**src/rtl/tnn_csr_sched.sv**
```systemverilog
// CSR sequencer for the sparse ternary layer: walks row pointers and column indices,
// one non-zero per cycle, and drives clear/issue/commit strobes for the shared MAC.
module tnn_csr_sched #(
  parameter int ROW_CNT  = 6,
  parameter int COL_CNT  = 40,
  parameter int NNZ      = 71,
  parameter int PTR_BITS = 8,
  parameter logic [(ROW_CNT+1)*PTR_BITS-1:0] ROW_PTRS = 56'h473b2921160e00,
  parameter logic [NNZ*8-1:0] COL_INDICES = {
    8'd37, 8'd34, 8'd30, 8'd26, 8'd23, 8'd19, 8'd15, 8'd12, 8'd10, 8'd7, 8'd5, 8'd0,
    8'd39, 8'd36, 8'd33, 8'd31, 8'd29, 8'd27, 8'd24, 8'd22, 8'd20, 8'd18, 8'd14, 8'd13,
    8'd9, 8'd8, 8'd6, 8'd4, 8'd3, 8'd1,
    8'd35, 8'd32, 8'd25, 8'd21, 8'd16, 8'd11, 8'd7, 8'd2,
    8'd38, 8'd36, 8'd34, 8'd31, 8'd24, 8'd19, 8'd15, 8'd10, 8'd6, 8'd3, 8'd0,
    8'd37, 8'd33, 8'd27, 8'd20, 8'd14, 8'd9, 8'd5, 8'd1,
    8'd39, 8'd30, 8'd29, 8'd28, 8'd26, 8'd23, 8'd22, 8'd18, 8'd17, 8'd12, 8'd4, 8'd3,
    8'd2, 8'd0},
  localparam int ROW_W    = (ROW_CNT > 1) ? $clog2(ROW_CNT) : 1,
  localparam int COL_W    = (COL_CNT > 1) ? $clog2(COL_CNT) : 1,
  localparam int ROW_IDXW = $clog2(ROW_CNT + 1)
) (
  input  logic                i_clk,
  input  logic                i_rst,
  input  logic                i_start,
  input  logic                i_ready,
  output logic                o_busy,
  output logic                o_done,
  output logic                o_acc_clr,
  output logic                o_acc_en,
  output logic                o_row_commit,
  output logic [ROW_W-1:0]    o_row_idx,
  output logic [COL_W-1:0]    o_col_idx,
  output logic [PTR_BITS-1:0] o_nz_idx
);

  typedef enum logic [2:0] {
    S_IDLE,
    S_CLR,
    S_WALK,
    S_COMMIT,
    S_DONE
  } state_t;

  state_t r_state;
  state_t w_stateNext;

  logic [ROW_IDXW-1:0] r_row;
  logic [ROW_IDXW-1:0] w_rowNext;
  logic [ROW_IDXW-1:0] w_rowInc;
  logic [ROW_IDXW-1:0] w_rowInc2;
  logic [PTR_BITS-1:0] r_ptr;
  logic [PTR_BITS-1:0] r_end;
  logic [PTR_BITS-1:0] w_ptrNext;
  logic [PTR_BITS-1:0] w_endNext;
  logic [PTR_BITS-1:0] w_ptrInc;

  // Tables are padded to a power of two so the registered indices address them exactly.
  logic [PTR_BITS-1:0] w_rowPtr [2**ROW_IDXW];
  logic [COL_W-1:0]    w_colTab [2**PTR_BITS];

  for (genvar k = 0; k < 2**ROW_IDXW; k++) begin : g_rowPtr
    if (k <= ROW_CNT) begin : g_used
      assign w_rowPtr[k] = ROW_PTRS[k*PTR_BITS +: PTR_BITS];
    end else begin : g_pad
      assign w_rowPtr[k] = '0;
    end
  end

  for (genvar k = 0; k < 2**PTR_BITS; k++) begin : g_colTab
    if (k < NNZ) begin : g_used
      assign w_colTab[k] = COL_INDICES[k*8 +: COL_W];
    end else begin : g_pad
      assign w_colTab[k] = '0;
    end
  end

  assign w_rowInc  = r_row + ROW_IDXW'(1);
  assign w_rowInc2 = r_row + ROW_IDXW'(2);
  assign w_ptrInc  = r_ptr + PTR_BITS'(1);

  always_ff @(posedge i_clk) begin
    if (i_rst) begin
      r_state <= S_IDLE;
      r_row   <= '0;
      r_ptr   <= '0;
      r_end   <= '0;
    end else begin
      r_state <= w_stateNext;
      r_row   <= w_rowNext;
      r_ptr   <= w_ptrNext;
      r_end   <= w_endNext;
    end
  end

  always_comb begin
    w_stateNext  = r_state;
    w_rowNext    = r_row;
    w_ptrNext    = r_ptr;
    w_endNext    = r_end;
    o_busy       = 1'b0;
    o_done       = 1'b0;
    o_acc_clr    = 1'b0;
    o_acc_en     = 1'b0;
    o_row_commit = 1'b0;
    o_row_idx    = r_row[ROW_W-1:0];
    o_col_idx    = '0;
    o_nz_idx     = '0;
    case (r_state)
      S_IDLE: begin
        if (i_start) begin
          w_stateNext = S_CLR;
          w_rowNext   = '0;
          w_ptrNext   = w_rowPtr[0];
          w_endNext   = w_rowPtr[1];
        end
      end
      S_CLR: begin
        o_busy    = 1'b1;
        o_acc_clr = 1'b1;
        // A malformed row (end below start) falls through as empty.
        w_stateNext = (r_ptr < r_end) ? S_WALK : S_COMMIT;
      end
      S_WALK: begin
        o_busy    = 1'b1;
        o_acc_en  = 1'b1;
        o_nz_idx  = r_ptr;
        o_col_idx = w_colTab[r_ptr];
        if (i_ready) begin
          w_ptrNext = w_ptrInc;
          if (w_ptrInc == r_end) begin
            w_stateNext = S_COMMIT;
          end
        end
      end
      S_COMMIT: begin
        o_busy       = 1'b1;
        o_row_commit = 1'b1;
        if (r_row == ROW_IDXW'(ROW_CNT - 1)) begin
          w_stateNext = S_DONE;
        end else begin
          w_stateNext = S_CLR;
          w_rowNext   = w_rowInc;
          w_ptrNext   = w_rowPtr[w_rowInc];
          w_endNext   = w_rowPtr[w_rowInc2];
        end
      end
      S_DONE: begin
        o_busy      = 1'b1;
        o_done      = 1'b1;
        w_stateNext = S_IDLE;
        w_rowNext   = '0;
        w_ptrNext   = '0;
        w_endNext   = '0;
      end
      default: begin
        w_stateNext = S_IDLE;
      end
    endcase
  end

endmodule

```
**config.mk**
```make
export PLATFORM = sky130hd
export DESIGN_NAME = tnn_csr_sched
export DESIGN_NICKNAME = d
export VERILOG_FILES = /design/src/rtl/tnn_csr_sched.sv
export SDC_FILE = /design/constraint.sdc
export NUM_CORES = 1
export LEC_CHECK = 0
export BUFFER_PORTS_ARGS = -buffer_cell sky130_fd_sc_hd__buf_4
export CAP_MARGIN = 15
export CORE_UTILIZATION = 46
export DETAILED_ROUTE_END_ITERATION = 12
export MAX_ROUTING_LAYER = met4
export PLACE_DENSITY_LB_ADDON = 0.3
export SLEW_MARGIN = 20
export SYNTH_ARGS = -nofsm -noshare
export SYNTH_HDL_FRONTEND = slang
export SYNTH_SLANG_ARGS = --single-unit
```
**constraint.sdc**
```tcl
create_clock -name i_clk -period 2.95 [get_ports i_clk]
set_input_delay 0.7375 -clock i_clk [delete_from_list [all_inputs] [get_ports i_clk]]
set_output_delay 0.7375 -clock i_clk [all_outputs]
set_load 0.02 [all_outputs]
```
## After elaboration in Yosys (flattened, before gate mapping)

Memory sizes are Yosys's and may differ from the RTL's.
Cells that the tools add are included.
Widths: inputs -> output; s select.

- $lt $le $gt $ge: 4
- Add/sub/neg operators: 3
- Bitwise gates (word level): 3
- Reduce and logical (&&, ||, !) cells: 7
- Multiplexer cells: 29
- Equality and inequality tests: 10

Operator list:

| cell | number |
|---|---|
| $mux 8 | 10 |
| $pmux 8 s4 | 1 |
| $pmux 8 s3 | 1 |
| $mux 3 | 6 |
| $mux 6 | 3 |
| $pmux 3 s4 | 1 |
| $ge 9x9->1 const B | 1 |
| $not 8->9 | 1 |
| $pmux 3 s3 | 1 |
| $add 8x1->8 const B | 1 |
| $eq 8x8->1 | 1 |
| $ge 4x4->1 const B | 2 |
| $lt 8x8->1 | 1 |
| $ne 2x2->1 const B | 4 |
| $not 3->4 | 2 |
| $eq 3x2->1 const B | 2 |
| $eq 3x3->1 const B | 2 |
| $mux 1 | 6 |
| $reduce_and 3->1 | 2 |
| $reduce_and 4->1 | 1 |
| $reduce_bool 4->1 | 1 |
| $reduce_or 4->1 | 1 |
| $add 3x1->3 const B | 1 |
| $add 3x2->3 const B | 1 |
| other kinds (3) | 3 |

- Bits of input ports: 4
- Word-level logic and storage cells: 63
- Flip-flop bits (word level): 22
- Memories kept: 3
- Output and inout port bits: 22
- Memory bits (read-only): 1664

Memory list:

| name | words | width | read ports | clocked after memory_dff | write ports | line | source |
|---|---|---|---|---|---|---|---|
| (name not given) | 256 | 6 | 1 | 0 | 0 | 127 | `o_col_idx = w_colTab[r_ptr];` |
| (name not given) | 8 | 8 | 1 | 0 | 0 | 144 | `w_endNext = w_rowPtr[w_rowInc2];` |
| (name not given) | 8 | 8 | 1 | 0 | 0 | 143 | `w_ptrNext = w_rowPtr[w_rowInc];` |

## Logic depth before layout (Yosys ltp)

- Word-level depth: 7
- Mapped depth: 9

## Least setup slack after synthesis

Ideal clock, no wire load.

- Path kind: flip-flop to output port
- Start: reg r_ptr[1]
- End: out o_col_idx[0]
- Arrival time: 2599 ps
- Cell stages (with the launch flop): 10
- Data required time: 2213 ps
- Buffers on the path: 2
- Setup slack: -387 ps
- Cells stage by stage: dfxtp_1 -> clkbuf_1 -> inv_1 -> ha_1 -> clkbuf_1 -> nor2_1 -> a21oi_1 -> mux4_2 -> nand3b_1 -> a41oi_1

- Cells in the longest elaborated chain, start to end: 5

RTL lines:

| item | line | source |
|---|---|---|
| start: declaration | 51 | `logic [PTR_BITS-1:0] r_ptr;` |
| start signal: assignment | 90 | `r_ptr <= w_ptrNext;` |
| $not 8->9 (implied by the code) | 127 |  |
| $mem_v2 256x6 | n/a |  |
| $mux 6 (implied by the code) (2 in series) | 127 |  |
| $mux 6 | 108 | `case (r_state)` |
| end: declaration | 32 | `output logic [COL_W-1:0] o_col_idx,` |

Every way passes these cells. The select of a mux whose other input is x is not followed.

## Worst setup path after layout

Same ends and word-level chain as after synthesis.

==> metrics.txt <==
dpl cell area=2920 µm²; worst slew pin tran=0.513 ns; cell area power density=427 nW/µm²; Final period util=0.971; Starting DRT DRC Count=274; Max Clock Freq=0.349 GHz; drt via density=5.94; syn nets=374; cells after synthesis=348; sequential area share after synthesis=0.164; cell family with the largest share of critical-path delay=compound AO/OA/AOI/OAI gates; Setup Viol. Count Final=0; Detail Placement HPWL=5370 µm; PnR worst setup slack=0.0850 ns; Slowest-stage cell, CP=dfxtp_4; core region area=5240 µm²; CTS buffer count=3; fin area=3060 µm²; synthesized cell area=2570 µm²; clock transition at the registers of the reported paths=0.09 ns; Hold Path Class=flop to flop; CP max FO=7; top cells by area, synth=dfxtp_1 16%, ha_1 11%, nor2_1 6.0%; status=finished, final reports clean; EDFF count, synth=0; DRC Markers=0; min cycle time layout=2.86 ns; Critical Path RT=2.21 ns; buffers added on ports=25; row count=26; I/O Pins=26; Most used DFF post-synth=dfxtp_1; Synth area leader=dfxtp_1; Post-Place Cells=441; Synth cell types=64; # hold bufs at CTS=0; critical path launch point type=flop; GRT overflow=0; final setup TNS=0 ns; Routed wire per std cell=16.3 µm; layout cell share with drive strength beyond 1=0.239; asr flop ratio synth=0; non-filler instance count after layout=446; Routability Congestion=0.926; Synth top area share=0.164; maxcap violations=0; Die ar.=5890 µm²; Overall Global Routing Usage=0.256; Die X=76.7 µm; vias in the first global route=2435; clock root buffer=clkbuf_8; max incr delay on CP=0.38 ns; Crit Path Class=flop to output pin; WP buf/inv=3; critical path endpoint category=output pin; first-pass GRT wire length=12000 µm; Arr. time, crit path=2.13 ns; drt first pass iters=4; clk_lat worst skew=0.27 ns; Total Power=0.00131 W; Antenna Cells=0; Final Max Tran Viols=0; antenna violations before repair=0; Static Leak=1.18 nW; Clock Path Buffers=2; Die H=76.7 µm; Layout area overhead=19.1%; CTS H-tree depth=1; Synth Warn #=0; Post-Route WL=7250 µm; Final ANT Viol Nets=0; largest net degree at the start of global routing=24; Initial Util=0.490; Layout Nets=403; CTS tree=built; crit path cell chain=inv_2 > buf_6 > ha_2 > nor2_2 > a21o_1 > a2111oi_2 > o21ai_1 > a41oi_2 > buf_4; VDD IR-drop max=0.299 mV; skew final=0.00609 ns; worst slack at placement=0.238 ns; worst relative slew slack=0.655; clk sinks=21; Synth Area per Inst=7.38 µm²; via count=2650; Final Hold Violating Endpoints=0; layout filler cell count=516; Seq cells post-synth=21
==> power by group <==
part | internal, W | leakage (nW) | total, W | switching [W]
Combinational | 0.000309 | 0.990 | 0.000755 | 0.000446
Sequential | 0.000317 | 0.173 | 0.000350 | 0.0000331
Clock | 0.0000956 | 0.0217 | 0.000200 | 0.000105
Total | 0.000722 | 1.18 | 0.00131 | 0.000584
==> registers in the layout, indices dropped and copies added, names as in the netlist <==
name / cells
r_state: 3
o_row_idx: 3
r_end: 7
r_ptr: 8
==> cell families after synthesis <==
logic type	Yosys count	synth area share
fa+ha+maj	22	0.107
buf+inv	46	0.0823
xor+xnor	12	0.0516
flops	21	0.164
simple gates	140	0.292
compound gates	100	0.266
mux	7	0.0375
==> repair_timing <==
item                                    CTS  global route
resized for setup                         5            22
setup buffers                             0             1
endpoints found under the setup margin    3             6
pin swaps                                 0             4
==> worst paths after layout <==
| kind | from | endpoint | slack (ns) | cells past startpoint |
|---|---|---|---|---|
| worst max register to register | r_ptr[0] | r_state[0] | 0.42 | 9 |
| worst max-delay path | r_ptr[1] | o_col_idx[0] | 0.09 | 9 |
| worst min-delay path | r_end[0] | r_end[0] | 0.47 | 2 |
| worst min register to register | r_end[0] | r_end[0] | 0.47 | 2 |
==> area by class of cell <==
cell class,instances,area (µm²),share of cell area
Clock buffer,3,41.3,0.0135
Clock inverter,1,7.51,0.00245
Inverter,18,67.6,0.0221
Multi-Input combinational cell,281,2030,0.664
Sequential cell,21,428,0.140
Tap cell,70,87.6,0.0286
Timing Repair Buffer,52,398,0.130
==> stage by stage <==
| step | utilization | hold WS, ns |
|---|---|---|
| finish | 0.584 | 0.474 |
| global route | 0.584 | 0.489 |
| CTS | 0.568 | 0.479 |
| detailed placement | 0.557 | 0.466 |
| global placement | 0.557 | 0.462 |
| floorplan | - | 0.436 |
==> cell usage after synthesis, drive strengths merged (3+ instances only) <==
library cell and instances:
nor2 43, a21oi 25, ha 22, dfxtp 21
nand2 20, inv 18, o21ai 18, buf 16
nor3 13, clkbuf 12, nor2b 10, nand2b 9
nand3 9, a211oi 8, nor4 7, a21o 6
a22oi 6, a31oi 6, and2 6, xnor2 6
and3 5, mux2i 4, o211ai 4, o22ai 4
or3 4, xor2 4, a2111oi 3, a221oi 3
nand3b 3
==> routing by layer <==
metal / global-route usage / part of all wire
met3: 0.0310 / 0.046
met4: 0.0481 / 0.015
met1: 0.342 / 0.47
met5: - / 0
met2: 0.416 / 0.47
==> worst register-to-register path: cells and delay by family, from the launching register on <==
kind                       cells  cell delay, ns
AOI/OAI and AO/OA              3            0.80
adders and majority gates      2            0.57
DFF                            1            0.34
buffers and inverters          2            0.29
and+or+nand+nor                1            0.23
xor gates and xnor gates       1            0.16
==> cell usage in the layout, fill, tap and decap left out, types with 5 or more instances in the layout <==
cell type and count:
buf_4 50, nor2_1 37, a21oi_1 24, nand2_1 20, ha_1 17, dfxtp_1 17
inv_1 16, o21ai_0 15, nor3_1 12, nand2b_1 8, nor2b_1 8, nand3_1 8
a211oi_1 8, nor4_1 7, a22oi_1 6, a21o_1 6, xnor2_1 6, a31oi_1 5
and2_1 5, and3_1 5
Note: power is estimated with default switching activity, not from simulation.
